==> src/rtl/pc_sequencer.sv <==
`default_nettype none
// ============================================================================
// Module      : pc_sequencer
// Description : Fetch-stage controller. Selects the next PC and drives the
//               IF/ID and ID/EX pipeline controls, arbitrating between
//               sequential fetch, ID-stage redirects, load-use stalls,
//               memory freezes and halt. Sequences a boot phase after reset
//               and keeps saturating stall/redirect counters.
// Revision    : 1.0 - initial release
// ============================================================================
module pc_sequencer #(
    parameter logic [31:0] RESET_VECTOR = 32'h0000_0000,
    parameter int          BOOT_CYCLES  = 2
) (
    input  logic        clk_i,
    input  logic        rst_i,
    input  logic [31:0] pc_i,
    input  logic        branch_taken_i,
    input  logic [31:0] branch_target_i,
    input  logic        jump_i,
    input  logic [31:0] jump_target_i,
    input  logic        load_use_i,
    input  logic        mem_stall_i,
    input  logic        halt_i,
    output logic        pc_write_o,
    output logic [31:0] pc_next_o,
    output logic        if_id_write_o,
    output logic        if_id_flush_o,
    output logic        id_ex_bubble_o,
    output logic [1:0]  state_o,
    output logic [15:0] stall_cnt_o,
    output logic [15:0] redirect_cnt_o
);

    localparam logic [1:0]  c_ST_BOOT   = 2'd0;
    localparam logic [1:0]  c_ST_RUN    = 2'd1;
    localparam logic [1:0]  c_ST_HALT   = 2'd2;
    localparam logic [3:0]  c_BOOT_LAST = 4'(BOOT_CYCLES - 1);
    localparam logic [15:0] c_CNT_MAX   = 16'hFFFF;

    logic [1:0]  r_state;
    logic [3:0]  r_boot_cnt;
    logic [15:0] r_stall_cnt;
    logic [15:0] r_redirect_cnt;

    logic [31:0] w_pc_plus4;
    logic        w_stall;
    logic        w_redirect;

    assign w_pc_plus4 = pc_i + 32'd4;

    // A stall or redirect only takes effect in RUN; stalls outrank redirects
    // because the branch operands are not valid during a hazard.
    assign w_stall    = (r_state == c_ST_RUN) && (mem_stall_i || load_use_i);
    assign w_redirect = (r_state == c_ST_RUN) && !mem_stall_i && !load_use_i
                        && (jump_i || branch_taken_i);

    // Mealy control: PC and pipeline registers act on the same edge as the decision.
    always_comb begin
        pc_write_o     = 1'b0;
        pc_next_o      = w_pc_plus4;
        if_id_write_o  = 1'b0;
        if_id_flush_o  = 1'b0;
        id_ex_bubble_o = 1'b0;
        if (rst_i || (r_state == c_ST_BOOT)) begin
            pc_write_o     = 1'b1;
            pc_next_o      = RESET_VECTOR;
            if_id_flush_o  = 1'b1;
            id_ex_bubble_o = 1'b1;
        end else if (r_state == c_ST_HALT) begin
            if_id_flush_o  = 1'b1;
            id_ex_bubble_o = 1'b1;
        end else if (r_state == c_ST_RUN) begin
            if (mem_stall_i) begin
                // whole front end frozen: everything holds
            end else if (load_use_i) begin
                id_ex_bubble_o = 1'b1;
            end else if (jump_i) begin
                pc_write_o    = 1'b1;
                pc_next_o     = jump_target_i;
                if_id_write_o = 1'b1;
                if_id_flush_o = 1'b1;
            end else if (branch_taken_i) begin
                pc_write_o    = 1'b1;
                pc_next_o     = branch_target_i;
                if_id_write_o = 1'b1;
                if_id_flush_o = 1'b1;
            end else if (halt_i) begin
                if_id_flush_o = 1'b1;
            end else begin
                pc_write_o    = 1'b1;
                if_id_write_o = 1'b1;
            end
        end
    end

    // FSM: boot countdown, run, halt; the unused encoding falls back to BOOT.
    always_ff @(posedge clk_i) begin
        if (rst_i) begin
            r_state    <= c_ST_BOOT;
            r_boot_cnt <= 4'd0;
        end else begin
            case (r_state)
                c_ST_BOOT: begin
                    r_boot_cnt <= r_boot_cnt + 4'd1;
                    if (r_boot_cnt == c_BOOT_LAST) begin
                        r_state <= c_ST_RUN;
                    end
                end
                c_ST_RUN: begin
                    if (!mem_stall_i && !load_use_i && !jump_i &&
                        !branch_taken_i && halt_i) begin
                        r_state <= c_ST_HALT;
                    end
                end
                c_ST_HALT: begin
                    r_state <= c_ST_HALT;
                end
                default: begin
                    r_state    <= c_ST_BOOT;
                    r_boot_cnt <= 4'd0;
                end
            endcase
        end
    end

    // Saturating performance counters, advancing only in RUN.
    always_ff @(posedge clk_i) begin
        if (rst_i) begin
            r_stall_cnt    <= 16'd0;
            r_redirect_cnt <= 16'd0;
        end else begin
            if (w_stall && (r_stall_cnt != c_CNT_MAX)) begin
                r_stall_cnt <= r_stall_cnt + 16'd1;
            end
            if (w_redirect && (r_redirect_cnt != c_CNT_MAX)) begin
                r_redirect_cnt <= r_redirect_cnt + 16'd1;
            end
        end
    end

    assign state_o        = r_state;
    assign stall_cnt_o    = r_stall_cnt;
    assign redirect_cnt_o = r_redirect_cnt;

endmodule
`default_nettype wire

==> config.mk <==
export PLATFORM = sky130hd
export DESIGN_NAME = pc_sequencer
export DESIGN_NICKNAME = d
export VERILOG_FILES = /design/src/rtl/pc_sequencer.sv
export SDC_FILE = /design/constraint.sdc
export NUM_CORES = 1
export LEC_CHECK = 0
export CAP_MARGIN = 10
export CORE_UTILIZATION = 39
export CTS_BUF_LIST = sky130_fd_sc_hd__clkbuf_4 sky130_fd_sc_hd__clkbuf_8 sky130_fd_sc_hd__clkbuf_16
export CTS_CLUSTER_DIAMETER = 60
export DETAILED_ROUTE_END_ITERATION = 16
export GPL_ROUTABILITY_DRIVEN = 1
export PLACE_DENSITY = 0.81
export SLEW_MARGIN = 20
export SYNTH_ARGS = -nofsm -noshare
export SYNTH_HDL_FRONTEND = slang
export SYNTH_SLANG_ARGS = --single-unit
==> constraint.sdc <==
create_clock -name clk_i -period 2.7 [get_ports clk_i]
set_input_delay 0.405 -clock clk_i [delete_from_list [all_inputs] [get_ports clk_i]]
set_output_delay 0.405 -clock clk_i [all_outputs]
set_load 0.02 [all_outputs]
==> metrics.log, run 1 <==
[metrics] status: finished, final reports clean
[metrics] Max Clock Skew: 0.00294 ns
[metrics] quantity of I/O buffers inserted on ports: 172
[metrics] clock buffers created by TritonCTS: 5
[metrics] num rows: 32
[metrics] part of the power in combinational logic: 52.6%
[metrics] proportion of total power due to net switching: 38.3%
[metrics] highest metal layer with signal wires: met4
[metrics] Initial Utilization: 40.3%
[metrics] Leakage: 2.18 nW
[metrics] R2R setup slack: 0.42 ns
[metrics] Post-Synthesis Cells: 416
[metrics] Total Negative Setup Slacks: 0 ns
[metrics] most area-consuming cells after synthesis: dfxtp_1, a221oi_1, xnor2_1, o22ai_1, nor2_1
[metrics] core box area: 7730 µm²
[metrics] endpoint of the worst hold-timing path: r_boot_cnt[2]
[metrics] Final Hold Vio Count: 0
[metrics] fraction of registers with async set or reset after synthesis: 0%
[metrics] count of endpoints failing setup in the final report: 0
[metrics] clock transition at the register clock pins on the worst setup and hold paths after CTS: 0.07 ns
[metrics] H-tree depth: 2
[metrics] post-DP HPWL: 9510 µm
[metrics] library cell used as clock root buffer: clkbuf_8
[metrics] final antenna-violating net count: 0
[metrics] minimum clock period: 2.62 ns
[metrics] Power Density: 392 nW/µm²
[metrics] count of boundary I/O pins: 173
[metrics] worst hold path type: reg -> reg
[metrics] slew margin rel.: 44.5%
[metrics] number of synthesized register bits: 38
[metrics] number of warning messages in the yosys log: 0
[metrics] Layout Area Growth over Synthesis: 79.6%
[metrics] clock network fraction of design power: 19.0%
[metrics] Max Buffers Root-to-Sink: 2
[metrics] EDFF count, synth: 0
[metrics] sequential share of the synthesized area: 24.4%
[metrics] mean cell area of the mapped netlist: 7.48 µm²
[metrics] DRC Markers: 0
[metrics] Worst Hold Depth: 2
[metrics] Syn Nets: 527
[metrics] tightest hold margin: 0.512 ns
[metrics] most area-hungry cell type in the Yosys netlist: dfxtp_1
[metrics] diode count: 0
[metrics] vias in the first global route: 4,152
[metrics] TritonCTS clock tree: done
[metrics] Slew Limit Fails: 0
[metrics] worst-skew pair later-pin latency: 0.29 ns
[metrics] number of nets in the layout: 756
[metrics] arrival time at the worst endpoint: 2.22 ns
[metrics] Die Height: 91.3 µm
[metrics] weighted congestion at the end of routability-driven global placement: 0.837
[metrics] total net switching power: 837 µW
[metrics] fraction of synthesized cell area taken by the top area cell type: 24.4%
[metrics] detailed-routed wire length on met3: 924 µm
[metrics] Die W: 91.3 µm
[metrics] proportion of power drawn by flip-flops and latches: 28.5%
[metrics] required time of the worst setup path: 2.30 ns
[metrics] vias post-DR: 4,210
[metrics] R2R Path End: redirect_cnt_o[9]
[metrics] overall die area: 8340 µm²
[metrics] FILL cells: 614
[metrics] share of cells above drive strength 1: 23.4%
[metrics] wire length after detailed routing: 12,500 µm
[metrics] Final Instance Count excl. Fillers: 748
[metrics] Pint: 1.35 mW
[metrics] most frequent cells after synthesis: nor2_1, dfxtp_1, nand2_1
[metrics] most frequent cell after synthesis: nor2_1
[metrics] element type at the critical path end: primary output
[metrics] start of the worst register-to-register path: state_o[1]
[metrics] number of vias per cell: 5.63
[metrics] actual transition at the worst max-transition pin: 0.825 ns
[metrics] FF-to-FF path depth: 8
[metrics] CP Class: in -> out
[metrics] maximum capacitance violations: 0
[metrics] iteration-0 DRC count of the detailed router: 100
[metrics] total congestion overflow: 0
[metrics] Period Utilization, post-route: 97.1%
[metrics] RSZ-0062 raised after global routing: true
[metrics] worst-path maximum fanout: 2
[metrics] total placed cells including tap cells: 736
[metrics] wire length of the first global-routing pass: 20,100 µm
[metrics] mean routed wirelength per cell: 16.7 µm
[metrics] Peak Freq: 381 MHz
[metrics] Most used DFF post-synth: dfxtp_1
[metrics] Worst Setup Start Kind: input pin
[metrics] start point of the worst min-delay path: r_boot_cnt[2]
[metrics] number of library cell types mapped by synthesis: 42
[metrics] Post-CTS Hold Fix Bufs: 0
[metrics] Post-Syn Area: 3110 µm²
[metrics] largest net degree at the start of global routing: 39
[metrics] TritonCTS Sinks: 38
[metrics] length of routed wiring on met1: 4660 µm
[metrics] routed length on met2: 6580 µm
[metrics] IR Drop Worst-Case VDD: 0.000366 V
[metrics] initial antenna violation count: 0
[metrics] global routing usage summed across all routing layers: 29.4%
[metrics] 1st-pass router iterations: 4
## worst max-delay path, cell delays in order
cell	delay, ns
clkdlybuf4s50_1	0.51
buf_4	0.13
nand4_1	0.18
nor2_1	0.18
nand4_1	0.14
xor2_1	0.18
a221oi_1	0.28
buf_2	0.22
## area by class of cell
type	count	area (µm²)	share of cell area, %
clock buffers	7	90.1	1.61
clock inverters	1	5.00	0.0895
multi-input cells	343	2360	42.2
inverters	12	45.0	0.806
repair buffers	245	2200	39.4
well taps	102	128	2.28
flip-flops and latches	38	761	13.6
## state kept, by name, summed over array words and instances, names as in the netlist
name            count
redirect_cnt_o     16
r_boot_cnt          4
state_o             2
stall_cnt_o        16
## how the worst max path moves through the flow
stage          depth (start not counted)  slack, ns       start            end
2_1_floorplan                          6      -0.09  state_o[0]   pc_next_o[1]
5_1_grt                                8      -0.05    pc_i[21]  pc_next_o[26]
3_5_place_dp                           9      -0.69     pc_i[2]  pc_next_o[26]
3_3_place_gp                           9      -0.64     pc_i[2]  pc_next_o[30]
6_report                               8       0.08    pc_i[21]  pc_next_o[26]
4_1_cts                                8      0.003    pc_i[10]  pc_next_o[26]
## metal layers
layer | vias to the layer above | track usage (%)
met4 | 0 | 8.99
li1 | 2033 | -
met2 | 157 | 56.9
met1 | 1997 | 32.1
met5 | - | 0
met3 | 23 | 5.03
## power groups by stage
stage	registers [mW]	clock network, mW	logic (mW)
2_1_floorplan	0.653	0	0.529
3_3_place_gp	0.630	0	1.16
3_5_place_dp	0.634	0	1.20
4_1_cts	0.623	0.421	1.14
5_1_grt	0.628	0.449	1.24
6_report	0.623	0.415	1.15
## cell usage in the layout (no fill, tap or decap), types with 8 or more instances in the layout
cell,netlist,layout
clkdlybuf4s50_1,0,120
buf_4,0,71
nor2_1,49,48
dfxtp_1,38,38
nand2_1,35,33
o22ai_1,30,30
xnor2_1,29,29
buf_2,0,26
a221oi_1,31,22
nand4_1,19,19
nand3_1,20,17
xor2_1,15,15
nor3_1,15,13
inv_1,12,12
a21oi_1,12,12
dlymetal6s2s_1,0,12
a221oi_2,0,9
and3_1,8,8
## kinds of logic (layout without fill, tap and decap cells)
kind of cell | Yosys count | count (layout) | share of synthesized area [%]
flip-flops | 38 | 38 | 24.4
AND/OR/NAND/NOR | 192 | 192 | 32.9
AO/OA/AOI/OAI | 94 | 94 | 21.2
adder cells (fa/ha/maj) | 8 | 8 | 3.22
buffers and inverters | 35 | 265 | 4.22
XOR/XNOR | 44 | 44 | 12.4
multiplexers | 5 | 5 | 1.61
## repair_timing
| item | CTS | global route |
|---|---|---|
| setup endpoints to repair | 35 | 29 |
| buffers inserted | 0 | 4 |
| gates resized for setup | 171 | 36 |
| pin swaps | 8 | 12 |
## stage by stage
step | util [%] | area (µm²) | worst slack [ns] | total power [mW]
2_1_floorplan | - | 3120 | -0.0891 | 1.18
5_1_grt | 72.3 | 5590 | -0.0514 | 2.32
3_3_place_gp | 70.6 | 5460 | -0.640 | 1.79
6_report | 72.3 | 5590 | 0.0774 | 2.19
3_5_place_dp | 70.6 | 5460 | -0.694 | 1.83
4_1_cts | 70.7 | 5460 | 0.00327 | 2.18
Note: power is estimated with default switching activity, not from simulation.
==> run 2: changes to the inputs <==
Settings changed: CTS_CLUSTER_SIZE set to 16.
==> results of run 2 <==
Final layout, timing and power as in run 1 (identical DEF).
